### src/rtl/reg_async_req_ctrl.sv
// ---------------------------------------------------------------------------
// reg_async_req_ctrl
//   Bus-side controller for an asynchronous register field. It sequences a
//   single outstanding bus request at a time against an async subreg. Writes
//   issue a one-cycle write strobe and then wait for the crossing to finish.
//   Reads return the current subreg readback value. A bounded wait turns a
//   stuck crossing into an error response. A free-running counter produces
//   the periodic sample pulse that the subreg uses to refresh its readback.
//
// Parameters
//   DW          data width of the register field
//   UPD_PERIOD  cycles between src_update_o pulses (2..256)
//   TIMEOUT     WAIT cycles allowed before an error response (2..1024)
//
// Ports
//   i_clk, i_rst  clock, synchronous active-high reset
//   req_*         request channel (valid/ready, write flag, write data)
//   rsp_*         response channel (valid/ready, read data, error flag)
//   src_update_o  periodic sample pulse to the async subreg
//   src_we_o      single-cycle write strobe to the async subreg
//   src_wd_o      write data to the async subreg
//   src_busy_i    async subreg crossing in progress
//   src_qs_i      async subreg readback value
// ---------------------------------------------------------------------------
module reg_async_req_ctrl #(
  parameter int unsigned DW         = 32,
  parameter int unsigned UPD_PERIOD = 8,
  parameter int unsigned TIMEOUT    = 64
) (
  input  logic          i_clk,
  input  logic          i_rst,
  input  logic          req_valid_i,
  output logic          req_ready_o,
  input  logic          req_write_i,
  input  logic [DW-1:0] req_wdata_i,
  output logic          rsp_valid_o,
  input  logic          rsp_ready_i,
  output logic [DW-1:0] rsp_rdata_o,
  output logic          rsp_err_o,
  output logic          src_update_o,
  output logic          src_we_o,
  output logic [DW-1:0] src_wd_o,
  input  logic          src_busy_i,
  input  logic [DW-1:0] src_qs_i
);

  localparam int unsigned UCW = (UPD_PERIOD > 1) ? $clog2(UPD_PERIOD) : 1;
  localparam int unsigned WCW = (TIMEOUT > 1) ? $clog2(TIMEOUT) : 1;
  localparam logic [UCW-1:0] UPD_LAST  = UCW'(UPD_PERIOD - 1);
  localparam logic [WCW-1:0] WAIT_LAST = WCW'(TIMEOUT - 1);

  typedef enum logic [1:0] {
    S_IDLE  = 2'd0,
    S_ISSUE = 2'd1,
    S_WAIT  = 2'd2,
    S_RESP  = 2'd3
  } state_e;

  state_e         state_q, state_d;
  logic [WCW-1:0] wait_cnt_q, wait_cnt_d;
  logic [UCW-1:0] upd_cnt_q;

  logic           accept;
  logic           wd_load;
  logic           rsp_load;
  logic [DW-1:0]  rsp_rdata_d;
  logic           rsp_err_d;

  // Ready is decoded from state so a busy crossing blocks acceptance in the
  // same cycle; it is also held low while reset is applied.
  assign req_ready_o = (state_q == S_IDLE) && !src_busy_i && !i_rst;
  assign accept      = req_valid_i && req_ready_o;

  // Next-state and datapath load decisions.
  always_comb begin
    state_d     = state_q;
    wait_cnt_d  = wait_cnt_q;
    wd_load     = 1'b0;
    rsp_load    = 1'b0;
    rsp_rdata_d = src_qs_i;
    rsp_err_d   = 1'b0;

    case (state_q)
      S_IDLE: begin
        if (accept) begin
          if (req_write_i) begin
            wd_load = 1'b1;
            state_d = S_ISSUE;
          end else begin
            rsp_load = 1'b1;
            state_d  = S_RESP;
          end
        end
      end

      S_ISSUE: begin
        wait_cnt_d = '0;
        state_d    = S_WAIT;
      end

      S_WAIT: begin
        if (!src_busy_i) begin
          rsp_load = 1'b1;
          state_d  = S_RESP;
        end else if (wait_cnt_q == WAIT_LAST) begin
          // Crossing never finished: report an error with zeroed data.
          rsp_load    = 1'b1;
          rsp_err_d   = 1'b1;
          rsp_rdata_d = '0;
          state_d     = S_RESP;
        end else begin
          wait_cnt_d = wait_cnt_q + WCW'(1);
        end
      end

      S_RESP: begin
        if (rsp_ready_i) begin
          state_d = S_IDLE;
        end
      end

      default: begin
        state_d = S_IDLE;
      end
    endcase
  end

  // State register and wait counter.
  always_ff @(posedge i_clk) begin
    if (i_rst) begin
      state_q    <= S_IDLE;
      wait_cnt_q <= '0;
    end else begin
      state_q    <= state_d;
      wait_cnt_q <= wait_cnt_d;
    end
  end

  // Registered strobes decoded from the next state, so they line up exactly
  // with the ISSUE and RESP cycles.
  always_ff @(posedge i_clk) begin
    if (i_rst) begin
      src_we_o    <= 1'b0;
      rsp_valid_o <= 1'b0;
    end else begin
      src_we_o    <= (state_d == S_ISSUE);
      rsp_valid_o <= (state_d == S_RESP);
    end
  end

  // Write data and response payload only change on their load events, which
  // keeps them stable through ISSUE/WAIT and the whole RESP stall.
  always_ff @(posedge i_clk) begin
    if (i_rst) begin
      src_wd_o    <= '0;
      rsp_rdata_o <= '0;
      rsp_err_o   <= 1'b0;
    end else begin
      if (wd_load) begin
        src_wd_o <= req_wdata_i;
      end
      if (rsp_load) begin
        rsp_rdata_o <= rsp_rdata_d;
        rsp_err_o   <= rsp_err_d;
      end
    end
  end

  // Free-running update counter; the terminal count is registered into a
  // one-cycle pulse, so the first pulse follows UPD_PERIOD non-reset edges.
  always_ff @(posedge i_clk) begin
    if (i_rst) begin
      upd_cnt_q    <= '0;
      src_update_o <= 1'b0;
    end else begin
      upd_cnt_q    <= (upd_cnt_q == UPD_LAST) ? '0 : upd_cnt_q + UCW'(1);
      src_update_o <= (upd_cnt_q == UPD_LAST);
    end
  end

endmodule

### config.mk
export PLATFORM = sky130hd
export DESIGN_NAME = reg_async_req_ctrl
export DESIGN_NICKNAME = d
export VERILOG_FILES = /design/src/rtl/reg_async_req_ctrl.sv
export SDC_FILE = /design/constraint.sdc
export NUM_CORES = 1
export LEC_CHECK = 0
export CORE_MARGIN = 4
export CORE_UTILIZATION = 51
export DETAILED_ROUTE_END_ITERATION = 6
export DONT_BUFFER_PORTS = 1
export HOLD_SLACK_MARGIN = 0.08
export PLACE_DENSITY_LB_ADDON = 0.12
export SYNTH_ARGS = -nofsm -noshare
export SYNTH_HDL_FRONTEND = slang
export SYNTH_SLANG_ARGS = --single-unit
### constraint.sdc
create_clock -name i_clk -period 2.1 [get_ports i_clk]
set_input_delay 0.21 -clock i_clk [delete_from_list [all_inputs] [get_ports i_clk]]
set_output_delay 0.21 -clock i_clk [all_outputs]
set_load 0.05 [all_outputs]
After elaboration in Yosys (flattened, before gate mapping)

Index checks and enable logic that the tools add are counted.

Reductions and logical operators: 9
Multipliers: 0
Bitwise gates (word level): 0
Muxes and demuxes: 22
Div/mod/pow operators: 0
Eq/ne operators: 9
$lt $le $gt $ge: 0
Shift operators: 0
Add/subtract/negate cells: 2

Operators with widths:

| kind                                                 | count |
|---|---|
| two-way mux 32 bit                                   | 3 |
| two-way mux 6 bit                                    | 2 |
| case mux 6 bit (2 select lines)                      | 1 |
| two-way mux 2 bit                                    | 5 |
| two-way mux 1 bit                                    | 9 |
| case mux 2 bit (4 select lines)                      | 1 |
| adder 6 x 1 -> 6 bit (second input constant)         | 1 |
| equality test 2 bit (second input constant)          | 3 |
| equality test 6 bit (second input constant)          | 1 |
| equality test 2 x 1 -> 1 bit (second input constant) | 2 |
| inequality test 2 bit (second input constant)        | 2 |
| adder 3 x 1 -> 3 bit (second input constant)         | 1 |
| equality test 3 bit (second input constant)          | 1 |
| logical AND 1 bit                                    | 3 |
| AND reduction 3 bit                                  | 1 |
| zero test 1 bit                                      | 2 |
| zero test 2 bit                                      | 1 |
| case mux 1 bit (2 select lines)                      | 1 |
| nonzero test 2 bit                                   | 1 |
| OR reduction 2 bit                                   | 1 |

Memories: 0
Bits in latches: 0
Input port bits: 70
Memory bits (writable): 0
Memory bits (read-only): 0
Logic and storage cells: 51
Output and inout port bits: 69
Register bits after elaboration: 79

Logic depth before layout (Yosys ltp)

Gate-level depths: netlist of the first run.

Word-level depth: 7
Depth in mapped cells: 7
Gate-level depth less buffers: 5

Worst setup path after synthesis of the first run

OpenSTA, ideal clock, no wires.

Path kind: register -> register
Start: register state_q[1]
End: register rsp_rdata_o[10]
Cell stages (with the launch flop): 6
Clock period less this slack: 1920 ps
Arrival time: 1849 ps
Slack: 180 ps
Data required time: 2028 ps
Buffers on the path: 1
Setup time: 72 ps
Path through: dfxtp_1 nor4_4 nand3b_2 o21ai_2 buf_6 mux2i_1

Longest elaborated chain between the ends: 6
Elaborated cells between the ends (all ways): 8
Classes of those cells: eq/ne (1); mux (3); reduce/logical (4)

RTL lines:

| what                            | line | text |
|---|---|---|
| start, declared                 | 59   | `state_e state_q, state_d;` |
| start signal, assigned          | 134  | `state_q <= state_d;` |
| zero test 2 bit                 | 71   | `assign req_ready_o = (state_q == S_IDLE) && !src_busy_i && !i_rst;` |
| logical AND 1 bit (2 in a row)  | 71   |  |
| named net req_ready_o           | 33   | `output logic req_ready_o,` |
| logical AND 1 bit               | 72   | `assign accept = req_valid_i && req_ready_o;` |
| two-way mux 1 bit               | 85   | `if (accept) begin` |
| case mux 1 bit (2 select lines) | 83   | `case (state_q)` |
| end signal, assigned            | 163  | `rsp_rdata_o <= rsp_rdata_d;` |
| end, declared                   | 38   | `output logic [DW-1:0] rsp_rdata_o,` |

The timed path passes the listed nets, and every way through them passes these cells.
A chain may end at the register's enable or synchronous reset.

Worst setup path after layout of the first run

Start: register wait_cnt_q[0]
End: register rsp_rdata_o[23]

Longest elaborated chain between the ends: 4
Elaborated cells between the ends (all ways): 7
Classes of those cells: eq/ne (1); mux (6)

RTL lines:

| what                                                                  | line | text |
|---|---|---|
| start, declared                                                       | 60   | `logic [WCW-1:0] wait_cnt_q, wait_cnt_d;` |
| start signal, assigned                                                | 135  | `wait_cnt_q <= wait_cnt_d;` |
| equality test 6 bit (*)                                               | 105  | `end else if (wait_cnt_q == WAIT_LAST) begin` |
| two-way mux 1 bit or two-way mux 32 bit (tied branches)               | 105  |  |
| two-way mux 1 bit or two-way mux 32 bit (tied branches)               | 102  | `if (!src_busy_i) begin` |
| case mux 1 bit (2 select lines) or two-way mux 32 bit (tied branches) | 83   |  |

Mark *: on every way between the ends. The rest lies on a longest branch, timed or not.

==> run summary, run 1 <==
GR Overflow Total - 0
layout cells sized above 1 - 6.51%
most frequent cells after synthesis - nand2_1 (101), dfxtp_1 (79), a21oi_1 (38), nand2b_1 (35), mux2i_1 (32)
Synth Cell Area - 0.00314 sq mm
first-pass GRT wire length - 12.5 mm
RD Place Congestion - 0.803
Synth warnings - 0
number of I/O pins - 139
CP max stage cell - dfxtp_1
antenna viol nets, final - 0
largest cells by area after synthesis - dfxtp_1 (50%), nand2_1 (12%), mux2i_1 (10%)
Avg Cell Area, Syn - 8.95 sq um
Setup violations, final - 0
CP Class - reg -> reg
post-route insts no fill - 490
Setup Total Neg Slack - 0 ps
CP Capture Type - register
DRT Wirelength - 7.65 mm
count leader, synth - nand2_1
Worst-path clk slew - 80 ps
FILL cells - 479
Sink Count - 79
status - finished clean
arrival time at the worst endpoint - 2040 ps
Tmin final - 1790 ps
Post-synth EDFFs - 0
HP Class - in -> reg
CTS tree - done
largest net degree at the start of global routing - 79
initial antenna violation count - 0
final worst-path cycle share - 85.2%
Crit Path Max Fanout - 32
site row count - 28
clk buf depth - 2
cts repair resizes - 0
WL per Instance - 15.6 um
max-slew violation count - 0
first drt pass iteration count - 4
Post-DP HPWL - 4.47 mm
H-Tree Depth - 3
DIE WIDTH - 86.5 um
RSZ-0062 raised after global routing - false
vias per cell - 5.22
leading area contributor after synthesis - dfxtp_1
vias in the first global route - 2607
FF-to-FF setup slack - 310 ps
max-cap violations - 0
nets - 483
Seq cells post-synth - 79
CP max stage delay - 380 ps
CP Launch Type - register
core box area - 0.00596 sq mm
Yosys top cell area share - 50.4%
Max Freq - 559 MHz
Syn Inst Count - 351
Syn Nets - 424
crit path buf inv count - 1
port bufs - 0
worst-path cell chain - ha_1 > and4_1 > a21boi_1 > o21ai_4 > buf_12 > mux2i_1
detailed router's first-iteration violation count - 59
main flop type after synthesis - dfxtp_1
Area growth syn-to-layout - 28.7%
Final Hold Vio Count - 0
Worst Path Required - 2360 ps
# DRC - 0
Initial Util - 52.7%
sequential-to-total area share from yosys stat - 50.4%
GRT Overall Usage - 20.8%
Root Buffer - clkbuf_8
Via Count - 2558
skew final - 6.27 ps
antenna cell count - 0
Num CTS Buffers - 9
ys async rst share - 0%
worst vdd ir - 480 uV
Clock Latency Late Sink - 330 ps
Rel. slew slack - 63.5%
Worst Max-Slew Pin Slew - 547 ps
Final Core Density - 67.9%
DIE AREA - 0.00748 sq mm
Pleak - 1.45 nW
Placed Instances - 407
Die H - 86.5 um
Power Density - 765 mW/mm^2
Worst path top cell family by delay - flip-flops
number of library cell types mapped by synthesis - 37
==> metrics by stage <==
step	setup slack, ps	power [mW]	hold slack, ps	instance area (sq um)
final	312	3.09	157	4040
after global placement	415	1.94	289	3160
after detailed placement	346	1.95	296	3160
after CTS	325	3.13	136	4040
after floorplan	180	1.93	346	3140
after global routing	173	3.23	165	4040
==> worst paths after layout <==
| kind | cells after the start | start | end |
|---|---|---|---|
| hold / removal | 3 | rsp_ready_i | state_q[1] |
| setup / recovery | 6 | wait_cnt_q[0] | rsp_rdata_o[23] |
| hold reg to reg | 1 | upd_cnt_q[0] | upd_cnt_q[0] |
| setup reg to reg | 6 | wait_cnt_q[0] | rsp_rdata_o[23] |
==> per-layer routing <==
metal	global-route usage, %	part of all wire (%)	up-vias
met5	0	0	-
met3	7.22	10	9
li1	-	-	1279
met1	24.0	39	1162
met4	8.36	1.3	0
met2	35.1	50	108
==> power by group <==
part	leakage (nW)	switching [mW]	total, mW	internal, mW
clock	0.0946	0.526	1.05	0.527
sequential	0.640	0.191	1.74	1.55
combinational	0.716	0.131	0.300	0.168
total	1.45	0.848	3.09	2.24
==> layout by cell type (no fill, tap or decap), drive strengths merged, types with 3 or more instances in the layout <==
| cell type | count |
|---|---|
| ha | 3 |
| dlygate4sd3 | 66 |
| mux2i | 32 |
| nand2b | 35 |
| nand3 | 6 |
| buf | 5 |
| dfxtp | 79 |
| a21oi | 38 |
| nand2 | 101 |
| clkbuf | 12 |
| nor3 | 4 |
| o21ai | 3 |
==> layout make-up <==
| class | instances | area [sq um] | share of cell area [%] |
|---|---|---|---|
| Sequential cell | 79 | 1580 | 39.1 |
| Multi-Input combinational cell | 247 | 1430 | 35.5 |
| Timing Repair Buffer | 71 | 731 | 18.1 |
| Clock buffer | 12 | 165 | 4.09 |
| Tap cell | 75 | 93.8 | 2.32 |
| Clock inverter | 4 | 28.8 | 0.712 |
| Inverter | 2 | 7.51 | 0.186 |
==> sequential cells by signal, summed over array words and instances (netlist names) <==
signal and flops:
src_we_o 1, src_update_o 1, rsp_err_o 1, upd_cnt_q 3, wait_cnt_q 6, rsp_rdata_o 32
src_wd_o 32, rsp_valid_o 1, state_q 2
==> cell families (layout without fill, tap and decap cells) <==
kind of cell	after synthesis	after routing	share of synthesized area, %
and+or+nand+nor	159	159	24.2
DFF	79	79	50.4
AOI/OAI and AO/OA	51	51	9.24
muxes	32	32	10.2
buffers and inverters	25	89	4.22
adders and majority gates	3	3	1.20
xor gates and xnor gates	2	2	0.558
==> worst min-delay path, stage by stage <==
cell,delay (ps)
nand2_1,30
nand2_1,80
a31oi_1,100
==> what timing repair did <==
item,4_1_cts,5_1_grt
setup buffers,0,0
endpoints found under the setup margin,0,0
hold endpoints to repair,78,0
hold buffers,67,0
Note: power is estimated with default switching activity, not from simulation.
==> inputs of run 2 (changes only) <==
- CORE_UTILIZATION: 51 -> 50
==> run summary, run 2 (synthesis results as in run 1) <==
Placed Instances - 407 (unchanged)
commonest non-fill, non-tap cells in the layout - nand2_1 (101), dfxtp_1 (79), dlygate4sd3_1 (66) (unchanged)
Hold Crit Start - rsp_ready_i (unchanged)
first drt pass iteration count - 4 (unchanged)
cts repair resizes - 0 (unchanged)
CP Capture Type - register (unchanged)
Worst Reg-to-Reg Cells - 6 (unchanged)
DIE AREA - 0.00761 sq mm (was 0.00748 sq mm)
hold endpoint - state_q[1] (unchanged)
Crit Path Max Fanout - 32 (unchanged)
Max Freq - 562 MHz (was 559 MHz)
Final Hold Vio Count - 0 (unchanged)
Area growth syn-to-layout - 30.0% (was 28.7%)
DRT Wirelength - 7.64 mm (was 7.65 mm)
vias per cell - 5.19 (was 5.22)
port bufs - 0 (unchanged)
worst vdd ir - 579 uV (was 480 uV)
skew final - 8.69 ps (was 6.27 ps)
Worst Max-Slew Pin Slew - 540 ps (was 547 ps)
core box area - 0.00599 sq mm (was 0.00596 sq mm)
Clock Latency Late Sink - 330 ps (about the same)
register area - 0.00158 sq mm (unchanged)
initial antenna violation count - 0 (unchanged)
Root Buffer - clkbuf_8 (unchanged)
RSZ-0062 raised after global routing - false (unchanged)
clk buf depth - 2 (unchanged)
hold_buf cts - 67 (unchanged)
HP Class - in -> reg (unchanged)
Via Count - 2542 (was 2558)
RD Place Congestion - 0.788 (was 0.803)
GRT Overall Usage - 19.8% (was 20.8%)
antenna cell count - 0 (unchanged)
WL per Instance - 15.6 um (about the same)
Setup Total Neg Slack - 0 ps (unchanged)
Post-CTS Setup Bufs - 0 (unchanged)
Worst Path Required - 2350 ps (was 2360 ps)
Multi-input gate area - 0.00143 sq mm (unchanged)
site row count - 28 (unchanged)
largest net degree at the start of global routing - 79 (unchanged)
# DRC - 0 (unchanged)
Die H - 87.3 um (was 86.5 um)
Final Core Density - 68.2% (was 67.9%)
antenna viol nets, final - 0 (unchanged)
Initial Util - 52.4% (was 52.7%)
H-Tree Depth - 3 (unchanged)
nets - 483 (unchanged)
post-route insts no fill - 490 (unchanged)
detailed router's first-iteration violation count - 98 (was 59)
FF-to-FF Start - wait_cnt_q[0] (unchanged)
Top Registers - rsp_rdata_o: 32 flops, src_wd_o: 32 flops, wait_cnt_q: 6 flops (unchanged)
FILL cells - 469 (was 479)
CP Launch Type - register (unchanged)
DIE WIDTH - 87.3 um (was 86.5 um)
Tmin final - 1780 ps (was 1790 ps)
Setup violations, final - 0 (unchanged)
Worst-path clk slew - 80 ps (about the same)
commonest non-fill, non-tap cell in the layout - nand2_1 (unchanged)
Pleak - 1.48 nW (was 1.45 nW)
vias in the first global route - 2495 (was 2607)
first-pass GRT wire length - 12.0 mm (was 12.5 mm)
Sink Count - 79 (unchanged)
CTS tree - done (unchanged)
r2r endpoint - rsp_rdata_o[9] (was rsp_rdata_o[23])
Post-DP HPWL - 4.49 mm (was 4.47 mm)
layout cells sized above 1 - 6.27% (was 6.51%)
Power Density - 821 mW/mm^2 (was 765 mW/mm^2)
max-slew violation count - 0 (unchanged)
number of I/O pins - 139 (unchanged)
Rel. slew slack - 64.0% (was 63.5%)
Num CTS Buffers - 9 (unchanged)
Pwr Total - 3.35 mW (was 3.09 mW)
CP Class - reg -> reg (unchanged)
Critical Path Source - wait_cnt_q[0] (unchanged)
GR Overflow Total - 0 (unchanged)
final worst-path cycle share - 84.7% (was 85.2%)
max-cap violations - 0 (unchanged)
Hold Crit Depth - 3 (unchanged)
status - finished clean (unchanged)
FF-to-FF setup slack - 320 ps (was 310 ps)
arrival time at the worst endpoint - 2030 ps (was 2040 ps)
## run 2: cell types whose count changed in the layout (fill, tap and decap cells not counted)
| cell | change |
|---|---|
| clkbuf_1 | +1 |
| clkinv_2 | +1 |
| bufinv_16 | +3 |
| clkbuf_8 | -3 |
| clkinvlp_4 | -2 |
## run 2: through the flow
stage	setup WS [ps]	hold WS, ps	instance area (sq um)
6_report	321	146	4080
3_5_place_dp	353	291	3160
3_3_place_gp	416	292	3160
2_1_floorplan	180	346	3140
5_1_grt	168	143	4080
4_1_cts	334	122	4080
## run 2: critical path, stage by stage, from the launching register on
cell and delay, ps:
dfxtp_1 380, ha_1 220, and4_1 320, a21boi_1 130
o21ai_4 160, buf_12 250, mux2i_1 220
## run 2: layout make-up
| type | count | share of cell area, % |
|---|---|---|
| clock buffer | 10 | 3.12 |
| clock inverter | 6 | 2.67 |
| inverter | 2 | 0.184 |
| multi-input combinational | 247 | 35.1 |
| sequential | 79 | 38.7 |
| tap | 75 | 2.30 |
| timing repair buffer | 71 | 17.9 |
## run 2: worst max-delay path by stage
stage | endpoint | slack, ps | depth (start not counted)
6_report | rsp_rdata_o[9] | 320 | 6
5_1_grt | rsp_rdata_o[9] | 170 | 6
4_1_cts | rsp_rdata_o[14] | 330 | 6
3_5_place_dp | rsp_rdata_o[23] | 350 | 6
3_3_place_gp | rsp_rdata_o[27] | 420 | 6
2_1_floorplan | rsp_rdata_o[10] | 180 | 5
## run 2: where the power goes
part / leakage [nW] / internal, mW / switching [mW] / total [mW]
combinational: 0.716 / 0.168 / 0.132 / 0.300
sequential: 0.640 / 1.55 / 0.191 / 1.74
clock: 0.120 / 0.788 / 0.526 / 1.31
total: 1.48 / 2.51 / 0.849 / 3.35
## run 2: per-layer routing
layer	wire [um]	track usage [%]
met5	0	0
met4	68	8.37
met3	793	6.81
met2	3670	31.9
met1	3110	24.0
==> edit (config.mk and constraints of run 1) <==
Change the parameter `TIMEOUT` from 64 to 128.
--- a/src/rtl/reg_async_req_ctrl.sv
+++ b/src/rtl/reg_async_req_ctrl.sv
@@ -26,5 +26,5 @@
   parameter int unsigned DW         = 32,
   parameter int unsigned UPD_PERIOD = 8,
-  parameter int unsigned TIMEOUT    = 64
+  parameter int unsigned TIMEOUT    = 128
 ) (
   input  logic          i_clk,
Behaviour: no difference found for any inputs over 10 cycles, from zero or initial values and one cycle with i_rst high; that may be too few to reach the edited logic, so the function may still have changed.
==> edit against run 1 <==
  * Cell count fell by 4.1%
  * Final area is 0.46% higher
  * Worst setup slack worse by 73 ps
  * Clock skew grew 2.6 ps
  * Hold slack worse by 46 ps
  * Sequential cell count grew 1
  * Power grew 5.9%
  * Utilization rose by 0.72 points
  * Largest power group unchanged
  * Synthesized area down 0.52%
  * Routed wire length increased by 3.9%
==> edit: results (changes against run 1) <==
outcome completed; TritonCTS buffer count 9 (unchanged); DRT iter0 DRCs 106 (+80%); CTS H-tree depth 3 (unchanged); drt total wl 7950 um (+3.9%); Synth top cells by count dfxtp_1, nand2_1, a21oi_1; Regs by FF count rsp_rdata_o x32, src_wd_o x32, wait_cnt_q x7; Clk pin slew, worst setup/hold paths 80 ps (about the same); final instance count without filler cells 470 (-4.1%); ys flop type dfxtp_1; worst slew pin tran 542 ps (-5.08 ps); antenna violations before repair 0 (unchanged); largest net degree at the start of global routing 45 (-43%); Post-synth ARST share 0% (unchanged); share of cells above drive strength 1 9.11% (+2.6 points); CP arrival 2090 ps (+50 ps); Final Wtd Congestion 0.761 (-5.2%); worst clock skew 8.92 ps (+2.65 ps); vias in the first global route 2588 (-0.73%); vias per cell 5.64 (+8.1%); Clock Latency Late Sink 340 ps; ranking of synthesized cells by area dfxtp_1, a31o_1, nor4b_1, nand2_1, a21oi_1; Placed Instances 389 (-4.4%); Worst VDD drop 0.568 mV (+18%); antenna cells 0 (unchanged); Seq/Total Area, Yosys 51.3% (+0.90 points); clock buffer depth 2 (unchanged); Nets 463 (-4.1%); Netlist cell types 38 (+2.7%); Lkg Pwr 1.42 nW (-1.8%); Avg Synthesized Cell Area 9.41 um2 (+5.2%); first-pass GRT wire length 12500 um (+0.16%); gr usage total 20.8% (+0.027 points); met2 global-route usage 33.6% (-1.5 points); Fill cells 469 (-2.1%); Initial DRT Pass Iterations 4 (unchanged); IO Port Bufs 0 (unchanged); Net Count, Synth 405 (-4.5%); worst hold path class input pin to flop; CP max FO 32 (unchanged); Post-DP HPWL 4670 um (+4.4%); met1 Track Usage GR 25.3% (+1.3 points); met3 Track Usage GR 7.41% (+0.19 points)
[edit: changes by cell type after synthesis, moves of 7 or more]
cell,delta
buf_2,+8
mux2i_1,-32
nor2_1,+7
nand2b_1,-35
nand2_1,-31
a31o_1,+32
nor4b_1,+32
[edit: layout make-up]
class | instances | share of cell area [%]
sequential | 80 | 39.5
multi-input combinational | 220 | 33.9
timing repair buffer | 76 | 18.6
clock buffer | 11 | 3.48
tap | 75 | 2.31
clock inverter | 5 | 1.97
inverter | 3 | 0.277
[edit: worst max-delay path, cell delays in order, from the launching register on]
cell and delay (ps):
dfxtp_1 390, ha_1 250, nand3_1 200, nor3_1 350, nor2_2 50, buf_4 240, a31o_1 270
[edit: cells by family after synthesis]
family / Yosys count / synth area share, %
adders and majority gates: 3 / 1.20
DFF: 80 / 51.3
xor gates and xnor gates: 2 / 0.561
AOI/OAI and AO/OA: 79 / 17.7
buffers and inverters: 32 / 5.17
and+or+nand+nor: 136 / 24.1
[edit: worst paths after layout]
check	startpoint	to	slack [ps]	depth (start not counted)
worst max-delay path	wait_cnt_q[0]	rsp_rdata_o[11]	240	6
worst min-delay path	i_rst	wait_cnt_q[4]	110	3
worst max register to register	wait_cnt_q[0]	rsp_rdata_o[11]	240	6
worst min register to register	upd_cnt_q[0]	upd_cnt_q[0]	430	1
[edit: power breakdown]
| group | leakage (nW) | switching [W] | internal [W] | total [W] |
|---|---|---|---|---|
| Clock | 0.106 | 0.000532 | 0.000700 | 0.00123 |
| Combinational | 0.670 | 0.000134 | 0.000158 | 0.000292 |
| Sequential | 0.649 | 0.000181 | 0.00157 | 0.00175 |
| Total | 1.42 | 0.000847 | 0.00243 | 0.00327 |
[edit: stage by stage]
step | setup slack, ps | instance area (um2) | util (%) | total power [W]
6_report | 238 | 4060 | 68.6 | 0.00327
2_1_floorplan | 34.6 | 3120 | - | 0.00194
3_3_place_gp | 361 | 3180 | 53.7 | 0.00195
5_1_grt | 44.3 | 4060 | 68.6 | 0.00341
4_1_cts | 152 | 4060 | 68.6 | 0.00330
3_5_place_dp | 278 | 3180 | 53.7 | 0.00196
[edit: metal layers]
metal	wire (um)	share of wire, %
met1	3200	40
met2	3780	48
met3	858	11
met4	108	1.4
met5	0	0
[edit: repair_timing]
action,in CTS,in global routing
setup buffers,0,0
endpoints found under the setup margin,0,1
endpoints found under the hold margin,76,0
resized for setup,0,1
hold buffers,65,0
